[config.mk]
export PLATFORM = sky130hd
export DESIGN_NAME = serial_code_decoder
export DESIGN_NICKNAME = d
export VERILOG_FILES = /design/src/rtl/serial_code_decoder.sv
export SDC_FILE = /design/constraint.sdc
export NUM_CORES = 1
export LEC_CHECK = 0
export ABC_AREA = 1
export CAP_MARGIN = 20
export CORE_MARGIN = 8
export CORE_UTILIZATION = 56
export DETAILED_ROUTE_END_ITERATION = 8
export GPL_TIMING_DRIVEN = 0
export HOLD_SLACK_MARGIN = 0.15
export MAX_ROUTING_LAYER = met4
export PLACE_DENSITY = 0.84
export RECOVER_POWER = 100
export SLEW_MARGIN = 20
export SYNTH_ARGS = -nofsm -noshare
export SYNTH_HDL_FRONTEND = slang
export SYNTH_SLANG_ARGS = --single-unit
[constraint.sdc]
create_clock -name clk -period 4.05 [get_ports clk]
set_clock_uncertainty 0.2 [all_clocks]
set_input_delay 0.405 -clock clk [delete_from_list [all_inputs] [get_ports clk]]
set_output_delay 0.405 -clock clk [all_outputs]
set_load 0.03 [all_outputs]
[src/rtl/serial_code_decoder.sv]
// Bit-serial receiver: assembles 4-bit code symbols and decodes them
// (Gray->binary, Excess-3->BCD, passthrough), flagging invalid symbols.
module serial_code_decoder #(
  parameter bit          MSB_FIRST = 1'b1,
  parameter int unsigned ERR_W     = 8
) (
  input  logic             clk,
  input  logic             rst,
  input  logic             sin_valid,
  input  logic             sin_bit,
  input  logic             sin_start,
  input  logic [1:0]       mode,
  output logic [3:0]       dout,
  output logic             dout_valid,
  output logic             dout_err,
  output logic             busy,
  output logic [ERR_W-1:0] err_count
);

  localparam int unsigned      SYM_W   = 4;
  localparam int unsigned      CNT_W   = 2;
  localparam logic [ERR_W-1:0] ERR_MAX = '1;

  typedef enum logic {
    IDLE  = 1'b0,
    SHIFT = 1'b1
  } state_t;

  state_t             r_state;
  state_t             w_state_nxt;
  logic [SYM_W-1:0]   r_shift;
  logic [SYM_W-1:0]   w_shift_nxt;
  logic [CNT_W-1:0]   r_cnt;
  logic [CNT_W-1:0]   w_cnt_nxt;
  logic [1:0]         r_mode;
  logic [1:0]         w_mode_nxt;
  logic [SYM_W-1:0]   w_dout_nxt;
  logic               w_dout_valid_nxt;
  logic               w_dout_err_nxt;
  logic               w_busy_nxt;
  logic [ERR_W-1:0]   w_err_count_nxt;
  logic               w_err_inc;
  logic [SYM_W-1:0]   w_shift_in;
  logic [SYM_W-1:0]   w_dec;
  logic               w_dec_err;

  // Shift register with the current bit merged in; on the 4th bit this is the full symbol
  always_comb begin
    w_shift_in = r_shift;
    if (MSB_FIRST) begin
      w_shift_in = {r_shift[SYM_W-2:0], sin_bit};
    end else begin
      w_shift_in[r_cnt] = sin_bit;
    end
  end

  // Symbol decode under the mode latched at the first bit
  always_comb begin
    w_dec     = '0;
    w_dec_err = 1'b0;
    case (r_mode)
      2'b00: begin
        w_dec[3] = w_shift_in[3];
        w_dec[2] = w_dec[3] ^ w_shift_in[2];
        w_dec[1] = w_dec[2] ^ w_shift_in[1];
        w_dec[0] = w_dec[1] ^ w_shift_in[0];
      end
      2'b01: begin
        if ((w_shift_in >= 4'd3) && (w_shift_in <= 4'd12)) begin
          w_dec = w_shift_in - 4'd3;
        end else begin
          w_dec_err = 1'b1;
        end
      end
      2'b10:   w_dec = w_shift_in;
      default: w_dec_err = 1'b1;
    endcase
  end

  // Next-state and output logic
  always_comb begin
    w_state_nxt      = r_state;
    w_shift_nxt      = r_shift;
    w_cnt_nxt        = r_cnt;
    w_mode_nxt       = r_mode;
    w_dout_nxt       = dout;
    w_dout_valid_nxt = 1'b0;
    w_dout_err_nxt   = dout_err;
    w_busy_nxt       = busy;
    w_err_count_nxt  = err_count;
    w_err_inc        = 1'b0;

    case (r_state)
      IDLE: begin
        if (sin_valid && sin_start) begin
          w_shift_nxt = {{(SYM_W-1){1'b0}}, sin_bit};
          w_cnt_nxt   = CNT_W'(1);
          w_mode_nxt  = mode;
          w_state_nxt = SHIFT;
          w_busy_nxt  = 1'b1;
        end
      end
      SHIFT: begin
        if (sin_valid) begin
          if (sin_start) begin
            // Framing abort: drop the partial symbol and restart on this bit
            w_err_inc   = 1'b1;
            w_shift_nxt = {{(SYM_W-1){1'b0}}, sin_bit};
            w_cnt_nxt   = CNT_W'(1);
            w_mode_nxt  = mode;
          end else if (r_cnt == CNT_W'(3)) begin
            w_dout_nxt       = w_dec;
            w_dout_err_nxt   = w_dec_err;
            w_dout_valid_nxt = 1'b1;
            w_err_inc        = w_dec_err;
            w_shift_nxt      = '0;
            w_cnt_nxt        = '0;
            w_state_nxt      = IDLE;
            w_busy_nxt       = 1'b0;
          end else begin
            w_shift_nxt = w_shift_in;
            w_cnt_nxt   = r_cnt + CNT_W'(1);
          end
        end
      end
      default: begin
        w_state_nxt = IDLE;
        w_busy_nxt  = 1'b0;
      end
    endcase

    if (w_err_inc && (err_count != ERR_MAX)) begin
      w_err_count_nxt = err_count + ERR_W'(1);
    end
  end

  always_ff @(posedge clk or posedge rst) begin
    if (rst) begin
      r_state    <= IDLE;
      r_shift    <= '0;
      r_cnt      <= '0;
      r_mode     <= '0;
      dout       <= '0;
      dout_valid <= 1'b0;
      dout_err   <= 1'b0;
      busy       <= 1'b0;
      err_count  <= '0;
    end else begin
      r_state    <= w_state_nxt;
      r_shift    <= w_shift_nxt;
      r_cnt      <= w_cnt_nxt;
      r_mode     <= w_mode_nxt;
      dout       <= w_dout_nxt;
      dout_valid <= w_dout_valid_nxt;
      dout_err   <= w_dout_err_nxt;
      busy       <= w_busy_nxt;
      err_count  <= w_err_count_nxt;
    end
  end

endmodule

==> results of run 1 <==
## area by class of cell
class,instances,area (µm²)
fill,185,654.4
inverter,23,88.84
multi-input combinational,120,600.6
tap,28,35.03
clock buffer,4,26.28
timing repair buffer,21,210.2
sequential,23,575.6
## path summary, 6_finish.rpt
| path | slack [ns] | to |
|---|---|---|
| worst min register to register | 0.30 | dout[0] |
| max in group asynchronous | 2.66 | err_count[3] |
| min in group asynchronous | 0.48 | dout[2] |
| worst max-delay path | 1.69 | err_count[3] |
| worst min-delay path | 0.30 | dout[0] |
| worst max register to register | 1.94 | err_count[3] |
## Yosys cell counts, drive strengths merged
cell    number
nor2         9
nand4        1
xor2         3
o32ai        2
a21oi        6
ha           6
nand3       26
nand3b       1
xnor2        2
o21ai        9
inv         23
dfrtp       23
nand2       55
## routing by layer
layer / global-route usage [%] / vias to the layer above / wire length, µm
met1: 17.88 / 564 / 1262
met5: - / - / 0
met2: 25.47 / 36 / 1392
met3: 2.787 / 6 / 157
met4: 6.964 / 0 / 66
li1: - / 588 / -
## state kept, by name, indices dropped and copies added (netlist names)
register,flops
dout_valid,1
r_shift,3
dout,4
r_cnt,2
err_count,8
r_state,1
busy,1
r_mode,2
dout_err,1
## power groups by stage
| stage | Sequential (mW) | Clock, mW | Combinational [mW] |
|---|---|---|---|
| 6_report | 0.348 | 0.106 | 0.357 |
| 5_1_grt | 0.358 | 0.117 | 0.398 |
| 4_1_cts | 0.350 | 0.107 | 0.386 |
| 3_5_place_dp | 0.354 | 0 | 0.384 |
| 3_3_place_gp | 0.351 | 0 | 0.372 |
| 2_1_floorplan | 0.440 | 0 | 0.150 |
## critical path, cell delays in order
cell and delay, ns:
dlygate4sd3_1 0.62, inv_1 0.10, ha_1 0.21, inv_1 0.05, nand2_1 0.07, nand3_1 0.12
nand3_1 0.08, nand2_1 0.26, nand2_1 0.28, nand2_1 0.14, nand2_1 0.05
## kinds of logic after synthesis
kind of cell	Yosys count	share of synthesized area, %
simple gates	92	32.30
buf+inv	23	6.866
flops	23	44.49
compound gates	17	7.157
fa+ha+maj	6	5.803
xor+xnor	5	3.386
==> qor.txt, run 1 <==
Io pins - 22
Hold Crit Class - reg2reg
Die width - 64.07 µm
RR Startpoint - r_shift[0]
Pwr Total - 0.8118 mW
Slew Viols, Final - 0
Max-cap violation count - 0
GRT Overall Usage - 15.44%
Final count of hold timing violations - 0
Ys Warns - 0
Post-Layout Inst Area - 1536 µm²
Pwr per Cell Area - 528.3 nW/µm²
Vias per cell - 5.452
Period minus WS final - 2.359 ns
Mapped Cells - 166
Initial antenna violation count - 0
Core box area - 2191 µm²
Final setup viols - 0
Status - finished clean
CTS clk-pin slew, worst paths - 0.12 ns
Post-CTS Setup Bufs - 0
Number of diodes - 0
Leakage - 0.8449 nW
VDD IR max - 345.2 µV
Top area cells in the synthesized netlist - dfrtp_1, nand2_1, nand3_1, ha_1, inv_1
Hold path depth - 2
Nets - 205
Critical path class - in2reg
Routed Antenna Nets - 0
Post-CTS Hold Buffers - 0
IO buf count - 21
Placed cells - 215
Place WS - 1.737 ns
Setup TNS - 0 ns
Synthesized area - 1294 µm²
Crit-path max FO - 9
Hold_sp - dout[0]
DRC Markers - 0
Detailed placement HPWL - 2.219 mm
Routed vias - 1194
First-pass GRT wire length - 5.112 mm
Area delta synth->final - 18.76%
Clk_lat worst skew - 0.31 ns
Largest net degree at the start of global routing - 24
Initial Util - 59.05%
Cell variety after synth - 21
FP Rows - 17
Most frequent cells in the layout - nand2_1, nand3_1, dfrtp_1
RSZ-0062 raised after global routing - false
#FFs+latches synth - 23
Fin worst setup slack - 1.691 ns
Layout cell share with drive strength beyond 1 - 4.188%
Worst Tran Pin Value - 0.8288 ns
Net Sw Power - 0.3511 mW
H-tree depth - 1
WL/cell - 13.15 µm
Reg2Reg Depth - 10
Syn_area_per_cell - 7.794 µm²
WP data arrival - 2.37 ns
Worst rel slew slack - 44.68%
Non-filler instance count after layout - 219
Worst Setup SP - sin_bit
GP Congestion - 0.9062
Sequential cell fraction of total power - 42.9%
Total length of routed wires - 2.879 mm
DP Area - 1539 µm²
Required time of the critical path - 4.06 ns
DIE AREA - 4104 µm²
Drt pass-1 iters - 4
Synth Net Count - 179
Fmax - 423.9 MHz
Critical path endpoint category - register
Cell Int Power - 0.4606 mW
Root Buffer - clkbuf_4
Post_cts resized - 0
Num CTS Buffers - 3
Max clock buf depth - 2
Sw Ratio - 43.26%
Logic pwr share - 44.0%
CTS tree - yes
Vias in the first global route - 1188
Post-synthesis sequential area ratio - 44.49%
Most common cell after layout, fill and taps aside - nand2_1
Clock Power Share - 13.1%
DIE HEIGHT - 64.07 µm
Yosys top cell by area - dfrtp_1
GRT overflow - 0
Initial DRC Count - 60
CTS Sinks - 23
Final core occ - 70.13%
Hold Worst Slack - 0.2973 ns
CP startpoint kind - input port
Final Cycle Share - 58.24%
Synth top area share - 44.49%
No activity file was read; power rests on OpenSTA's default activity.
==> run 2, diff against run 1 <==
--- a/config.mk
+++ b/config.mk
@@ -8,12 +8,12 @@
 export ABC_AREA = 1
 export CAP_MARGIN = 20
 export CORE_MARGIN = 8
-export CORE_UTILIZATION = 56
+export CORE_UTILIZATION = 47
 export DETAILED_ROUTE_END_ITERATION = 8
 export GPL_TIMING_DRIVEN = 0
 export HOLD_SLACK_MARGIN = 0.15
 export MAX_ROUTING_LAYER = met4
-export PLACE_DENSITY = 0.84
+export PLACE_DENSITY = 0.75
 export RECOVER_POWER = 100
 export SLEW_MARGIN = 20
 export SYNTH_ARGS = -nofsm -noshare
==> constraint.sdc (replaced) <==
create_clock -name clk -period 2 [get_ports clk]
set_clock_uncertainty 0.2 [all_clocks]
set_input_delay 0.2 -clock clk [delete_from_list [all_inputs] [get_ports clk]]
set_output_delay 0.2 -clock clk [all_outputs]
set_load 0.03 [all_outputs]
==> run 2 against run 1 <==
Against the previous run:
- worst hold slack worse by 0.029 ns
- core utilization decreased by 12 points
- combinational power grew 100%
- clock power rose by 100%
- critical endpoint is now err_count[3]
- largest cell class unchanged
- highest routed layer unchanged
- sequential share of layout area shrank 0.42 points
- total power rose by 100%
- critical path depth is 10 lower
- worst setup slack got worse by 1.6 ns
==> qor.txt, run 2 (synthesized netlist as in run 1, its figures left out) <==
Status - finished clean
GP Congestion - 0.8557 (-5.6%)
Reg-to-reg setup timing slack - 0.20 ns (-1.74 ns)
Die width - 68.47 µm (+6.9%)
Final count of hold timing violations - 0 (unchanged)
GRT Overall Usage - 13.84% (-1.6 points)
DIE HEIGHT - 68.47 µm (+6.9%)
Area of the multi-input gates - 619.3 µm² (+3.1%)
Final core occ - 57.85% (-12 points)
Layout cell share with drive strength beyond 1 - 5.759% (+1.6 points)
Post-CTS Setup Bufs - 0 (unchanged)
Hold Worst Slack - 0.2680 ns (-0.02926 ns)
Fillcell total - 263 (+42%)
Slew Viols, Final - 0 (unchanged)
Required time of the critical path - 1.60 ns (-2.46 ns)
Hold path endpoint - r_mode[0]
Hold path depth - 3 (+1)
Drt pass-1 iters - 4 (unchanged)
Vias in the first global route - 1125 (-5.3%)
Most common cell after layout, fill and taps aside - nand2_1
WL/cell - 12.55 µm (-4.5%)
H-tree depth - 1 (unchanged)
Sw Ratio - 43.20% (-0.053 points)
FP Rows - 19 (+2)
Routed vias - 1145 (-4.1%)
Routed Antenna Nets - 0 (unchanged)
Num CTS Buffers - 3 (unchanged)
Number of diodes - 0 (unchanged)
Period minus WS final - 1.906 ns
Initial antenna violation count - 0 (unchanged)
Delay-heaviest family, CP - buffers and inverters
Initial Util - 48.16% (-11 points)
Net Sw Power - 0.7077 mW (+100%)
Root Buffer - clkbuf_4
IO buf count - 21 (unchanged)
Critical path endpoint category - output port
Critical path class - reg2out
Worst Tran Pin Value - 0.8702 ns (+0.04141 ns)
VDD IR max - 670.4 µV (+94%)
Crit-path slowest cell - clkdlybuf4s50_1
RSZ-0062 raised after global routing - false
Worst-path cell chain - clkdlybuf4s50_1
GRT overflow - 0 (unchanged)
Hold_sp - mode[0]
Post_cts resized - 0 (unchanged)
Largest Register - err_count
CTS clk-pin slew, worst paths - 0.13 ns (about the same)
Logic pwr share - 44.2% (+0.2 points)
DIE AREA - 4687 µm² (+14%)
Max reg flops - 8 (unchanged)
Max stage delay on crit path - 0.72 ns (+0.10 ns)
Max clock buf depth - 2 (unchanged)
CTS tree - yes
Final setup viols - 0 (unchanged)
Reg2Reg Depth - 10 (unchanged)
Final Cycle Share - 95.32%
Buf/Inv on CP - 1 (-2)
Register Area - 575.6 µm² (unchanged)
Cell Int Power - 0.9303 mW (+100%)
Pwr per Cell Area - 1054 nW/µm² (+100%)
Sequential cell fraction of total power - 42.8% (about the same)
Io pins - 22 (unchanged)
First-pass GRT wire length - 4.926 mm (-3.6%)
Max-cap violation count - 0 (unchanged)
Clk_lat worst skew - 0.31 ns (about the same)
Placed cells - 218 (+1.4%)
Clock Power Share - 13.0% (about the same)
Total length of routed wires - 2.787 mm (-3.2%)
RR Endpoint - err_count[3]
Core box area - 2686 µm² (+23%)
Detailed placement HPWL - 2.159 mm (-2.7%)
Crit-path max FO - 6 (-3)
WP data arrival - 1.51 ns (-0.86 ns)
Regs by FF count - err_count: 8 flops, dout: 4 flops, r_shift: 3 flops
Post-CTS Hold Buffers - 0 (unchanged)
CP startpoint kind - register
Initial DRC Count - 30 (-50%)
Leakage - 0.8283 nW (-2.0%)
Fin worst setup slack - 0.09365 ns (-1.598 ns)
Place WS - -0.1041 ns (-1.841 ns)
Hold Crit Class - in2reg
DRC Markers - 0 (unchanged)
Nets - 205 (unchanged)
CTS Sinks - 23 (unchanged)
Worst rel slew slack - 41.92% (-2.8 points)
Non-filler instance count after layout - 222 (+1.4%)
Most frequent cells in the layout - nand2_1, nand3_1, dfrtp_1
Fmax - 524.6 MHz
Setup TNS - 0 ns (unchanged)
Vias per cell - 5.158 (-5.4%)
RR Startpoint - r_shift[0]
Area delta synth->final - 20.12%
Largest net degree at the start of global routing - 24 (unchanged)
run 2: power groups by stage:
stage | logic (mW) | clock network [mW] | registers, mW
finish | 0.723 | 0.213 | 0.702
global route | 0.798 | 0.239 | 0.725
CTS | 0.777 | 0.225 | 0.708
detailed placement | 0.773 | 0 | 0.717
global placement | 0.757 | 0 | 0.709
floorplan | 0.303 | 0 | 0.890
run 2: worst max path at each step:
stage,start,endpoint,slack (ns),depth (start not counted)
6_report,err_count[3],err_count[3],0.09,1
5_1_grt,r_shift[0],err_count[3],0.03,10
4_1_cts,err_count[2],err_count[2],0.08,1
3_5_place_dp,sin_bit,err_count[3],-0.10,11
3_3_place_gp,sin_bit,err_count[1],-0.05,11
2_1_floorplan,err_count[1],err_count[2],0.34,9
run 2: layout make-up:
| cell class | instances | share of cell area [%] |
|---|---|---|
| timing repair buffer | 21 | 13.12 |
| multi-input combinational | 120 | 39.86 |
| inverter | 23 | 5.717 |
| clock buffer | 3 | 1.449 |
| sequential | 23 | 37.04 |
| tap | 31 | 2.496 |
| clock inverter | 1 | 0.3221 |
run 2: per-layer routing:
| layer | up-vias | global-route usage [%] | wire [µm] |
|---|---|---|---|
| li1 | 587 | - | - |
| met1 | 523 | 16.65 | 1296 |
| met2 | 31 | 22.88 | 1306 |
| met3 | 4 | 2.619 | 152 |
| met4 | 0 | 4.092 | 31 |
| met5 | - | - | 0 |
run 2: metrics by stage:
step | instance area (µm²) | total power [mW]
floorplan | 1294 | 1.194
global placement | 1543 | 1.466
detailed placement | 1543 | 1.490
CTS | 1570 | 1.709
global route | 1554 | 1.762
finish | 1554 | 1.638
run 2: tightest hold or removal path: stages:
cell and delay [ns]:
clkdlybuf4s50_1 0.40, nand2_1 0.06, o21ai_0 0.08
